File: src/rtl/vec_sched_pkg.sv
// Shared types and opcode constants for the vector instruction issue scheduler.
package vec_sched_pkg;

    localparam logic [6:0] OP_VLOAD  = 7'b0000111;
    localparam logic [6:0] OP_VSTORE = 7'b0100111;
    localparam logic [6:0] OP_FENCE  = 7'b0001111;

    typedef enum logic [1:0] {
        IDLE,
        ISSUE,
        FENCE_WAIT
    } sched_state_e;

    typedef enum logic [1:0] {
        CL_COMPUTE,
        CL_LOAD,
        CL_STORE,
        CL_FENCE
    } instr_class_e;

    function automatic instr_class_e classify(input logic [6:0] opcode);
        instr_class_e cl;
        case (opcode)
            OP_VLOAD:  cl = CL_LOAD;
            OP_VSTORE: cl = CL_STORE;
            OP_FENCE:  cl = CL_FENCE;
            default:   cl = CL_COMPUTE;
        endcase
        return cl;
    endfunction

endpackage

File: src/rtl/vec_issue_sched_fifo.sv
// Registered instruction FIFO with val/rdy on both sides; no push-to-pop bypass.
module sched_fifo #(
    parameter int DEPTH = 4,
    parameter int WIDTH = 32,
    localparam int AW = $clog2(DEPTH)
) (
    input  logic             clk,
    input  logic             reset,
    input  logic [WIDTH-1:0] in_msg,
    input  logic             in_val,
    output logic             in_rdy,
    output logic [WIDTH-1:0] out_msg,
    output logic             out_val,
    input  logic             out_rdy,
    output logic [AW:0]      count
);

    localparam logic [AW:0] FULL_CNT = (AW + 1)'(DEPTH);

    logic [WIDTH-1:0] mem [DEPTH];
    logic [AW-1:0]    wr_ptr;
    logic [AW-1:0]    rd_ptr;
    logic             push;
    logic             pop;

    // A pop frees its slot only on the next cycle, so readiness looks at the registered count.
    assign in_rdy  = !reset && (count != FULL_CNT);
    assign out_val = (count != '0);
    assign out_msg = mem[rd_ptr];
    assign push    = in_val && in_rdy;
    assign pop     = out_val && out_rdy;

    // NOTE: sequential state uses non-blocking assignments so every register samples pre-edge values.
    always_ff @(posedge clk) begin
        if (reset) begin
            wr_ptr <= '0;
            rd_ptr <= '0;
            count  <= '0;
        end else begin
            if (push) wr_ptr <= wr_ptr + 1'b1;
            if (pop)  rd_ptr <= rd_ptr + 1'b1;
            case ({push, pop})
                2'b10:   count <= count + 1'b1;
                2'b01:   count <= count - 1'b1;
                default: count <= count;
            endcase
        end
    end

    // NOTE: storage is not reset; the count alone decides which entries are valid.
    always_ff @(posedge clk) begin
        if (push) mem[wr_ptr] <= in_msg;
    end

endmodule

File: src/rtl/vec_issue_sched.sv
// Issue scheduler: buffers instructions, tracks outstanding load/store beats,
// throttles memory ops against the beat window and holds FENCE until traffic drains.
module vec_issue_sched
    import vec_sched_pkg::*;
#(
    parameter int DEPTH    = 4,
    parameter int LD_BEATS = 2,
    parameter int ST_BEATS = 4,
    parameter int MAX_OUT  = 15
) (
    input  logic        clk,
    input  logic        reset,
    input  logic [31:0] in_instr_msg,
    input  logic        in_instr_val,
    output logic        in_instr_rdy,
    output logic [31:0] out_instr_msg,
    output logic        out_instr_val,
    input  logic        out_instr_rdy,
    input  logic        ld_val,
    input  logic        ld_rdy,
    input  logic        st_val,
    input  logic        st_rdy,
    output logic        busy,
    output logic        fence_active,
    output logic [31:0] issued_cnt
);

    localparam int CW = $clog2(MAX_OUT + 1);
    localparam int AW = $clog2(DEPTH);

    localparam logic [CW:0]   LD_INC_W = (CW + 1)'(LD_BEATS);
    localparam logic [CW:0]   ST_INC_W = (CW + 1)'(ST_BEATS);
    localparam logic [CW:0]   MAX_W    = (CW + 1)'(MAX_OUT);
    localparam logic [CW-1:0] LD_INC   = CW'(LD_BEATS);
    localparam logic [CW-1:0] ST_INC   = CW'(ST_BEATS);

    sched_state_e  state;
    sched_state_e  state_nxt;
    instr_class_e  head_class;
    logic          head_val;
    logic [AW:0]   fifo_count;
    logic          push_fire;
    logic          issue_fire;
    logic          drained;
    logic          ld_ok;
    logic          st_ok;
    logic          val_int;
    logic [CW-1:0] ld_out;
    logic [CW-1:0] st_out;
    logic [CW-1:0] ld_sum;
    logic [CW-1:0] st_sum;

    sched_fifo #(.DEPTH(DEPTH), .WIDTH(32)) u_fifo (
        .clk     (clk),
        .reset   (reset),
        .in_msg  (in_instr_msg),
        .in_val  (in_instr_val),
        .in_rdy  (in_instr_rdy),
        .out_msg (out_instr_msg),
        .out_val (head_val),
        .out_rdy (issue_fire),
        .count   (fifo_count)
    );

    assign head_class = classify(out_instr_msg[6:0]);
    assign push_fire  = in_instr_val && in_instr_rdy;
    assign drained    = (fifo_count == (AW + 1)'(1)) && !push_fire;

    // Widened compare keeps count + beats from wrapping past the window.
    assign ld_ok = ({1'b0, ld_out} + LD_INC_W) <= MAX_W;
    assign st_ok = ({1'b0, st_out} + ST_INC_W) <= MAX_W;

    // NOTE: every always_comb output gets a default first so no path infers a latch.
    always_comb begin
        state_nxt = state;
        val_int   = 1'b0;
        case (state)
            IDLE: begin
                if (head_val || push_fire) state_nxt = ISSUE;
            end
            ISSUE: begin
                if (!head_val) begin
                    if (!push_fire) state_nxt = IDLE;
                end else begin
                    case (head_class)
                        CL_FENCE:   state_nxt = FENCE_WAIT;
                        CL_LOAD:    val_int   = ld_ok;
                        CL_STORE:   val_int   = st_ok;
                        default:    val_int   = 1'b1;
                    endcase
                    if (val_int && out_instr_rdy && drained) state_nxt = IDLE;
                end
            end
            FENCE_WAIT: begin
                val_int = head_val && (ld_out == '0) && (st_out == '0);
                if (val_int && out_instr_rdy) state_nxt = drained ? IDLE : ISSUE;
            end
            default: state_nxt = IDLE;
        endcase
    end

    assign out_instr_val = val_int && !reset;
    assign issue_fire    = out_instr_val && out_instr_rdy;
    assign fence_active  = (state == FENCE_WAIT);
    assign busy          = head_val || (ld_out != '0) || (st_out != '0);

    // Issue credit is added before the snooped beat is removed, so a zero count only stays put when nothing was issued.
    assign ld_sum = ld_out + ((issue_fire && head_class == CL_LOAD)  ? LD_INC : '0);
    assign st_sum = st_out + ((issue_fire && head_class == CL_STORE) ? ST_INC : '0);

    always_ff @(posedge clk) begin
        if (reset) begin
            state      <= IDLE;
            ld_out     <= '0;
            st_out     <= '0;
            issued_cnt <= '0;
        end else begin
            state  <= state_nxt;
            ld_out <= (ld_val && ld_rdy && ld_sum != '0) ? ld_sum - 1'b1 : ld_sum;
            st_out <= (st_val && st_rdy && st_sum != '0) ? st_sum - 1'b1 : st_sum;
            if (issue_fire) issued_cnt <= issued_cnt + 32'd1;
        end
    end

endmodule

File: config.mk
export PLATFORM = sky130hd
export DESIGN_NAME = vec_issue_sched
export DESIGN_NICKNAME = d
export VERILOG_FILES = /design/src/rtl/vec_sched_pkg.sv /design/src/rtl/vec_issue_sched_fifo.sv /design/src/rtl/vec_issue_sched.sv
export SDC_FILE = /design/constraint.sdc
export NUM_CORES = 1
export LEC_CHECK = 0
export BUFFER_PORTS_ARGS = -buffer_cell sky130_fd_sc_hd__buf_2
export CORE_ASPECT_RATIO = 0.7
export CORE_MARGIN = 10
export CORE_UTILIZATION = 30
export CTS_CLUSTER_SIZE = 10
export DETAILED_ROUTE_END_ITERATION = 8
export PLACE_DENSITY = 0.56
export SETUP_SLACK_MARGIN = 0.4
export SYNTH_ARGS = -nofsm -noshare
export SYNTH_HDL_FRONTEND = slang
export SYNTH_HIERARCHICAL = 1
export SYNTH_SLANG_ARGS = --single-unit
export TNS_END_PERCENT = 10
File: constraint.sdc
create_clock -name clk -period 5.6 [get_ports clk]
set_input_delay 0.56 -clock clk [delete_from_list [all_inputs] [get_ports clk]]
set_output_delay 0.56 -clock clk [all_outputs]
set_load 0.03 [all_outputs]
After elaboration in Yosys (flattened, before gate mapping)
Memories as Yosys holds them, arrays and structs flattened. A register that Yosys moved wholly into a read port is not among the register bits.
Cells that the tools add are included.
Widths: inputs -> output; s select.
Word-level totals
  register bits after elaboration: 49
  latch bits: 0
  bits in writable memories: 128
  memory bits (read-only): 0
  bits of input ports: 40
  output and inout bits: 68
  logic and storage cells: 92
  memories: 1
Memories
  u_fifo.mem: words 4, bits a word 32, read ports 1, clocked after Yosys merged registers in 1, write ports 1, RTL line vec_issue_sched_fifo.sv:20  | logic [WIDTH-1:0] mem [DEPTH];
Cells by class
  add/sub/neg operators: 11
  multiply operators: 0
  divide/modulo/power cells: 0
  magnitude comparators: 2
  eq/ne operators: 16
  shifts and indexed selects: 0
  mux-type cells: 23
  bitwise gates (word level): 0
  reduce and logical (&&, ||, !) cells: 32
Operator list (count)
  $add 32x1->32 const B: 1
  $mux 2: 9
  $logic_and 1x1->1: 17
  $reduce_bool 4->1: 4
  $pmux 2 s3: 2
  $le 5x4->1 const B: 2
  $eq 2x2->1 const B: 4
  $logic_not 4->1: 2
  $mux 4: 2
  $sub 4x1->4 const B: 2
  $eq 7x3->1 const B: 1
  $eq 7x4->1 const B: 1
  $eq 7x6->1 const B: 1
  $eq 2x1->1 const B: 3
  $mux 1: 6
  $ne 3x3->1 const B: 2
  $pmux 3 s2: 1
  $add 4x2->5 const B: 1
  $add 4x3->5 const B: 1
  $add 2x1->2 const B: 2
  $add 4x2->4: 1
  $add 4x3->4: 1
  $ne 4x3->1 const B: 1
  $reduce_and 4->1: 1
  other kinds (13): 16

Depth between registers and ports, before layout
Gate-level depths: netlist (run 1).
  depth in word-level cells: 16
  gate-level depth with buffers: 17
  mapped depth without buffers: 15

By module
Netlist (run 1), hierarchy kept.
Modules (own cells, without submodules)
  sched_fifo: times used 1, cells each 217, area an instance 5119.9 µm², sequential area each 4023.9 µm²
  vec_issue_sched: times used 1, cells each 339, area an instance 2861.5 µm², sequential area each 840.8 µm²

Worst setup path before layout (run 1)
OpenSTA, ideal clock, no wires.
  path type: reg-to-reg
  from: reg with a tool-made name
  to: reg ld_out[2]
  library setup time: 0.128 ns
  data arrival time: 3.877 ns
  data required time: 5.472 ns
  path slack: 1.596 ns
  cell stages (with the launch flop): 17
  buffers on the path: 3
  period minus slack after synthesis: 4.004 ns
  cells stage by stage: dfxtp_1 -> buf_6 -> buf_6 -> mux4_2 -> a2111o_1 -> o31ai_2 -> buf_2 -> a21oi_1 -> and3b_2 -> ha_1 -> inv_1 -> ha_1 -> inv_1 -> o311a_1 -> nand2_1 -> xor2_1 -> nor2_1
RTL lines
  to (signal assigned): RTL line vec_issue_sched.sv:119  | ld_out <= (ld_val && ld_rdy && ld_sum != '0) ? ld_sum - 1'b1 : ld_sum;
  to (decl): RTL line vec_issue_sched.sv:48  | logic [CW-1:0] ld_out;

==> results.sh, run 1 <==
export IMPL_cts_htree_levels=4
export IMPL_synthFlopType="edfxtp_1"
export IMPL_synthSimpleGateAreaFrac_pct=11.35
export IMPL_syn_nets=618
export IMPL_seq_area_frac_synth_pct=60.95
export IMPL_dieArea_sq_um=33630
export IMPL_rows=49
export IMPL_grt_antenna_before_repair=0
export IMPL_avgSynthCellArea_sq_um=14.36
export IMPL_final_antenna_net_count=0
export IMPL_syn_instance_count=556
export IMPL_min_period_ns=4.267
export IMPL_tns_ns=0
export IMPL_clk_latency_ns=0.43
export IMPL_rsz0062_at_grt="no"
export IMPL_slew_headroom_pct=37.06
export IMPL_io_buffers=107
export IMPL_status="finished clean"
export IMPL_start_kind="flop"
export IMPL_clkSinkCount=179
export IMPL_die_w_microns=215.0
export IMPL_n_fill_cell=2486
export IMPL_drive_above_1_share_pct=31.80
export IMPL_synth_fa_ha_area_share_pct=3.543
export IMPL_clkTransAtPathRegs_ns=0.07
export IMPL_crit_chain="mux4_2 -> a2111o_1 -> o31ai_2 -> buf_4 -> a21oi_1 -> and3b_2 -> ha_1 -> inv_1 -> ha_1 -> inv_1 -> o311a_1 -> nand2_1 -> xor2_1 -> nor2_1"
export IMPL_yosysWarnings=6
export IMPL_critPathArrivalTime_ns=4.55
export IMPL_leakage_uw=0.003331
export IMPL_drt_wl_total_mm=18.77
export IMPL_holdBufCountCts=0
export IMPL_worstMarginPinSlew_ns=0.9441
export IMPL_finClkSkew_ns=0.01456
export IMPL_syn_area_sq_um=7981
export IMPL_holdPathStages=1
export IMPL_fin_nets=725
export IMPL_synth_top_family_by_area="multiplexers"
export IMPL_fp_coreArea_sq_um=25930
export IMPL_drv_cap=0
export IMPL_synth_top_cell_by_area="edfxtp_1"
export IMPL_synth_mux_area_share_pct=12.24
export IMPL_area_delta_synth_final_pct=18.84
export IMPL_grt_overflow=0
export IMPL_async_reset_ff_share_pct=0
export IMPL_postCtsSetupRepairBufs=0
export IMPL_vias=5004
export IMPL_grt_pass1_wl_mm=29.75
export IMPL_synth_compound_area_share_pct=7.666
export IMPL_cp_slowest_cell="dfxtp_2"
export IMPL_dr_pass1_iters=4
export IMPL_required_ns=5.88
export IMPL_min_path_type="input pin to flop"
export IMPL_finalHoldViolCount=0
export IMPL_fmax_mhz=234.4
export IMPL_cts_made_buffers=17
export IMPL_final_cells=1033
export IMPL_grt_pass1_vias=4983
export IMPL_hold_path_startpoint="in_instr_msg[16]"
export IMPL_n_antenna_cell=0
export IMPL_finalMaxSlewViolations=0
export IMPL_cts_resized=0
export IMPL_dp_hpwl_mm=12.84
export IMPL_clock_root_buffer="clkbuf_16"
export IMPL_post_place_cells=1001
export IMPL_die_h_microns=156.5
export IMPL_ff2ff_setup_slack_ns=1.33
export IMPL_final_seq_area_sq_um=4866
export IMPL_worstSetupPathType="flop to flop"
export IMPL_worstPathMaxFanout=18
export IMPL_whs_endpoint="u_fifo/mem[0][16]$_DFFE_PP_"
export IMPL_cts_tree="yes"
export IMPL_wl_per_cell_microns=18.17
export IMPL_r2r_cells=14
export IMPL_max_clock_path_buffers=2
export IMPL_synth_xor_area_share_pct=1.427
export IMPL_yosys_top_cells_area="edfxtp_1 (48%), dfxtp_1 (13%), mux4_2 (9.0%)"
export IMPL_critical_path_max_stage_delay_ns=0.75
export IMPL_grt_max_degree=71
export IMPL_setup_viol=0
export IMPL_routabilityCongestion=0.7659
export IMPL_grt_use_total_pct=11.26
export IMPL_ir_worst_vdd_mv=0.2280
export IMPL_timing_final_crit_share_pct=76.19
export IMPL_powerDensity_nw_per_um2=306.1
export IMPL_cp_top_family="compound AO/OA/AOI/OAI gates"
export IMPL_synth_top_area_share_pct=48.16
export IMPL_multi_input_area_sq_um=2895
export IMPL_reg2reg_to="ld_out[2]$_SDFF_PP0_"
export IMPL_synth_edff_count=128
export IMPL_ys_seq_elements=179
export IMPL_endpoint_kind="flop"
export IMPL_drc=0
export IMPL_viasPerCell=4.844
export IMPL_drt_first_iter_violations=301
export IMPL_path_buf_inv=3
export IMPL_ios=108
export IMPL_initial_core_util_pct=30.78
export IMPL_synth_distinct_cells=69
## cell usage in the layout, fill, tap and decap left out, drive strengths merged, types with 16 or more instances in the layout
master	netlist	layout
edfxtp	128	128
buf	10	113
dfxtp	51	51
nor2	39	39
mux4	32	32
inv	25	29
ha	21	21
nand3	20	20
a21oi	18	18
mux2	18	18
clkbuf	15	18
nand2	16	16
nor2b	16	16
## synthesized netlist by cell type, types with 2 or more instances
master and instances:
or2_2 2, mux4_2 32, o311a_1 2, nor3_1 6, mux2_2 17, clkbuf_1 14
o41ai_1 11, nand2_1 16, dfxtp_1 51, o2111ai_1 4, xnor2_1 4, o21ai_0 5
inv_1 25, nand3_1 20, a2111o_1 7, nand4_1 10, nor4_2 2, xor2_1 9
mux2i_1 5, o211ai_1 2, buf_2 5, and3_1 10, a2111oi_0 8, and4_1 3
a21oi_1 17, buf_6 4, nor2b_1 16, and2_1 3, and2_2 4, nand2b_1 4
edfxtp_1 128, a211oi_1 2, ha_1 21, o21a_1 6, nor4_1 9, nor2_1 39
## how the worst max path moves through the flow
stage          from                    to  slack [ns]  depth (start not counted)
6_report       flop  ld_out[2]$_SDFF_PP0_        1.33                         14
5_1_grt        flop  ld_out[2]$_SDFF_PP0_        1.05                         14
4_1_cts        flop  ld_out[2]$_SDFF_PP0_        1.29                         14
3_5_place_dp   flop  ld_out[2]$_SDFF_PP0_        1.27                         14
3_3_place_gp   flop  ld_out[2]$_SDFF_PP0_        1.32                         14
2_1_floorplan  flop  ld_out[2]$_SDFF_PP0_        1.60                         16
## cell families after synthesis
| logic type | count (synthesis) |
|---|---|
| AOI/OAI and AO/OA | 78 |
| DFF | 179 |
| adders and majority gates | 22 |
| xor gates and xnor gates | 13 |
| and+or+nand+nor | 159 |
| buffers and inverters | 50 |
| muxes | 55 |
## flip-flops by register name (all words and copies together), names as in the netlist, named ones only
| register | flops |
|---|---|
| u_fifo/count | 3 |
| u_fifo/wr_ptr | 2 |
| u_fifo/mem | 128 |
| st_out | 4 |
| issued_cnt | 32 |
| ld_out | 4 |
| u_fifo/rd_ptr | 2 |
| state | 2 |
## layout make-up
type                    instances  area share (%)
flip-flops and latches        179           51.30
clock inverters                14           1.834
inverters                      25          0.9893
multi-input cells             327           30.52
repair buffers                113           6.121
clock buffers                  18           4.524
well taps                     357           4.709
## metal layers
layer,GRT usage (%),share of wire [%]
met3,2.388,3.8
met2,17.61,48
met5,0,0
met4,3.702,1.2
met1,15.30,47
## per-stage QoR
step / power, uW / util, % / area (sq um) / hold WS [ns] / setup slack (ns)
after global routing: 3034 / 36.58 / 9485 / 0.3228 / 1.048
after floorplan: 1639 / - / 7981 / 0.4750 / 1.596
after global placement: 1722 / 34.25 / 8882 / 0.4823 / 1.324
after detailed placement: 1724 / 34.25 / 8882 / 0.4854 / 1.267
final: 2904 / 36.58 / 9485 / 0.3453 / 1.333
after CTS: 2947 / 36.58 / 9485 / 0.3244 / 1.285
## where the power goes
group          internal [uW]  leakage, uW  total (uW)  switching, uW
Combinational           72.9      0.00147         216            143
Clock                    673     0.000284        1210            539
Sequential              1460      0.00157        1480           17.1
(Power assumes the default switching activity.)
==> run 2, diff against run 1 <==
==> constraint.sdc (replaced) <==
create_clock -name clk -period 4.3 [get_ports clk]
set_input_delay 0.43 -clock clk [delete_from_list [all_inputs] [get_ports clk]]
set_output_delay 0.43 -clock clk [all_outputs]
set_load 0.03 [all_outputs]
==> run 2 against run 1 <==
Worst hold slack got worse by 0.13 ns. Final area rose by 0.73%. Setup slack got worse by 0.61 ns. Clock power rose by 28%. Register-to-register slack got worse by 0.61 ns. Via count fell by 0.52%. Sequential power rose by 30%. Routed wire length fell by 1.5%. Power rose by 29%. Critical path type unchanged. Critical endpoint unchanged. Largest power group unchanged.
==> results.sh, run 2 (same netlist as run 1, synthesis figures left out) <==
export IMPL_combPwrFrac_pct=7.6
export IMPL_grt_antenna_before_repair=2
export IMPL_grt_pass1_wl_mm=29.19
export IMPL_timing_final_crit_share_pct=83.30
export IMPL_start_kind="flop"
export IMPL_cts_made_buffers=17
export IMPL_grt_use_total_pct=11.00
export IMPL_layout_commonest_cell="edfxtp_1"
export IMPL_mostFrequentLayoutCells="edfxtp_1 (128), buf_2 (107), dfxtp_1 (50), nor2_1 (39), mux4_2 (32)"
export IMPL_critPathArrivalTime_ns=3.87
export IMPL_initial_core_util_pct=30.78
export IMPL_worstSetupPathType="flop to flop"
export IMPL_worstPathMaxFanout=7
export IMPL_rsz0062_at_grt="no"
export IMPL_clkTransAtPathRegs_ns=0.08
export IMPL_die_w_microns=215.0
export IMPL_holdBufCountCts=0
export IMPL_ir_worst_vdd_mv=0.2886
export IMPL_rows=49
export IMPL_switchingPower_uw=963.5
export IMPL_fin_nets=732
export IMPL_finalHoldViolCount=0
export IMPL_fmax_mhz=279.2
export IMPL_drt_first_iter_violations=304
export IMPL_r2r_cells=15
export IMPL_p_int_uw=2786
export IMPL_final_antenna_net_count=0
export IMPL_routabilityCongestion=0.7629
export IMPL_reg2reg_to="ld_out[2]$_SDFF_PP0_"
export IMPL_status="finished clean"
export IMPL_clockPowerShare_pct=41.2
export IMPL_worstMarginPinSlew_ns=0.9236
export IMPL_hold_path_startpoint="in_instr_msg[12]"
export IMPL_final_util_pct=36.84
export IMPL_whs_endpoint="u_fifo/mem[0][12]$_DFFE_PP_"
export IMPL_area_delta_synth_final_pct=19.71
export IMPL_ios=108
export IMPL_finClkSkew_ns=0.01298
export IMPL_drt_wl_total_mm=18.49
export IMPL_dr_pass1_iters=4
export IMPL_min_path_type="input pin to flop"
export IMPL_io_buffers=107
export IMPL_slew_headroom_pct=38.43
export IMPL_grt_overflow=0
export IMPL_wl_per_cell_microns=17.75
export IMPL_dieArea_sq_um=33630
export IMPL_viasPerCell=4.777
export IMPL_holdPathStages=1
export IMPL_dp_hpwl_mm=12.77
export IMPL_largest_reg_flops=128
export IMPL_die_h_microns=156.5
export IMPL_leakage_uw=0.003375
export IMPL_setup_viol=0
export IMPL_drive_above_1_share_pct=32.50
export IMPL_largest_register="u_fifo/mem"
export IMPL_min_period_ns=3.582
export IMPL_max_clock_path_buffers=2
export IMPL_drv_cap=0
export IMPL_drc=0
export IMPL_vias=4978
export IMPL_grt_max_degree=71
export IMPL_swShare_pct=25.70
export IMPL_finalMaxSlewViolations=0
export IMPL_cts_tree="yes"
export IMPL_tns_ns=0
export IMPL_cts_htree_levels=4
export IMPL_power_frac_seq_pct=51.2
export IMPL_clock_root_buffer="clkbuf_16"
export IMPL_endpoint_kind="flop"
export IMPL_powerDensity_nw_per_um2=392.4
export IMPL_fp_coreArea_sq_um=25930
export IMPL_ff2ff_setup_slack_ns=0.72
export IMPL_required_ns=4.58
export IMPL_clkSinkCount=179
export IMPL_finalPower_uw=3749
export IMPL_grt_pass1_vias=5035
export IMPL_clk_latency_ns=0.42
export IMPL_top_regs="u_fifo/mem x128, issued_cnt x32"
run 2: per-stage QoR:
| step | cell area [sq um] | hold slack (ns) | std cells | worst slack, ns |
|---|---|---|---|---|
| floorplan | 7993 | 0.4750 | 556 | 0.4345 |
| global placement | 8932 | 0.4925 | 1007 | 0.2259 |
| detailed placement | 8932 | 0.4946 | 1007 | 0.1855 |
| CTS | 9542 | 0.2010 | 1040 | 0.5954 |
| global route | 9554 | 0.2019 | 1042 | 0.4180 |
| finish | 9554 | 0.2185 | 1042 | 0.7182 |
run 2: cell type report:
cell class                      instances  area (sq um)
Inverter                               25         93.84
Fill cell                            2491         16380
Clock inverter                         15         176.4
Tap cell                              357         446.7
Timing Repair Buffer                  120         636.9
Clock buffer                           17         425.4
Sequential cell                       179          4866
Multi-Input combinational cell        327          2904
Antenna cell                            2         5.005
run 2: critical path: stages, from the launching register on:
cell and delay (ns):
dfxtp_2 0.46, mux4_2 0.55, buf_4 0.16, a311oi_1 0.20
o21a_1 0.34, o31ai_4 0.10, a21oi_2 0.23, and3b_2 0.21
ha_1 0.23, inv_1 0.08, ha_1 0.16, inv_1 0.04
o311a_1 0.38, nand2_1 0.11, xor2_1 0.15, nor2_1 0.05
run 2: layer usage:
layer | global-route usage (%) | up-vias | routed length (microns)
met4 | 4.409 | 0 | 278
met1 | 14.66 | 2465 | 8687
met2 | 17.28 | 100 | 8776
li1 | - | 2400 | -
met5 | 0 | - | 0
met3 | 2.253 | 13 | 748
run 2: timing repair:
| action | in CTS | in global routing |
|---|---|---|
| resized for setup | 0 | 2 |
| buffers inserted | 1 | 0 |
| setup endpoints to repair | 5 | 5 |
| pin swaps | 1 | 0 |
run 2: how the worst max path moves through the flow:
| stage | start | endpoint | cells after the start | slack (ns) |
|---|---|---|---|---|
| final | flop | ld_out[2]$_SDFF_PP0_ | 15 | 0.72 |
| after CTS | flop | ld_out[2]$_SDFF_PP0_ | 15 | 0.60 |
| after floorplan | flop | ld_out[2]$_SDFF_PP0_ | 16 | 0.43 |
| after global routing | flop | ld_out[3]$_SDFF_PP0_ | 15 | 0.42 |
| after global placement | flop | ld_out[2]$_SDFF_PP0_ | 15 | 0.23 |
| after detailed placement | flop | ld_out[2]$_SDFF_PP0_ | 15 | 0.19 |
run 2: power by group through the flow:
stage / registers (uW) / logic, uW / clock network [uW]
5_1_grt: 1930 / 312 / 1660
6_report: 1920 / 283 / 1550
2_1_floorplan: 1950 / 185 / 0
3_3_place_gp: 1960 / 281 / 0
3_5_place_dp: 1960 / 282 / 0
4_1_cts: 1920 / 286 / 1600
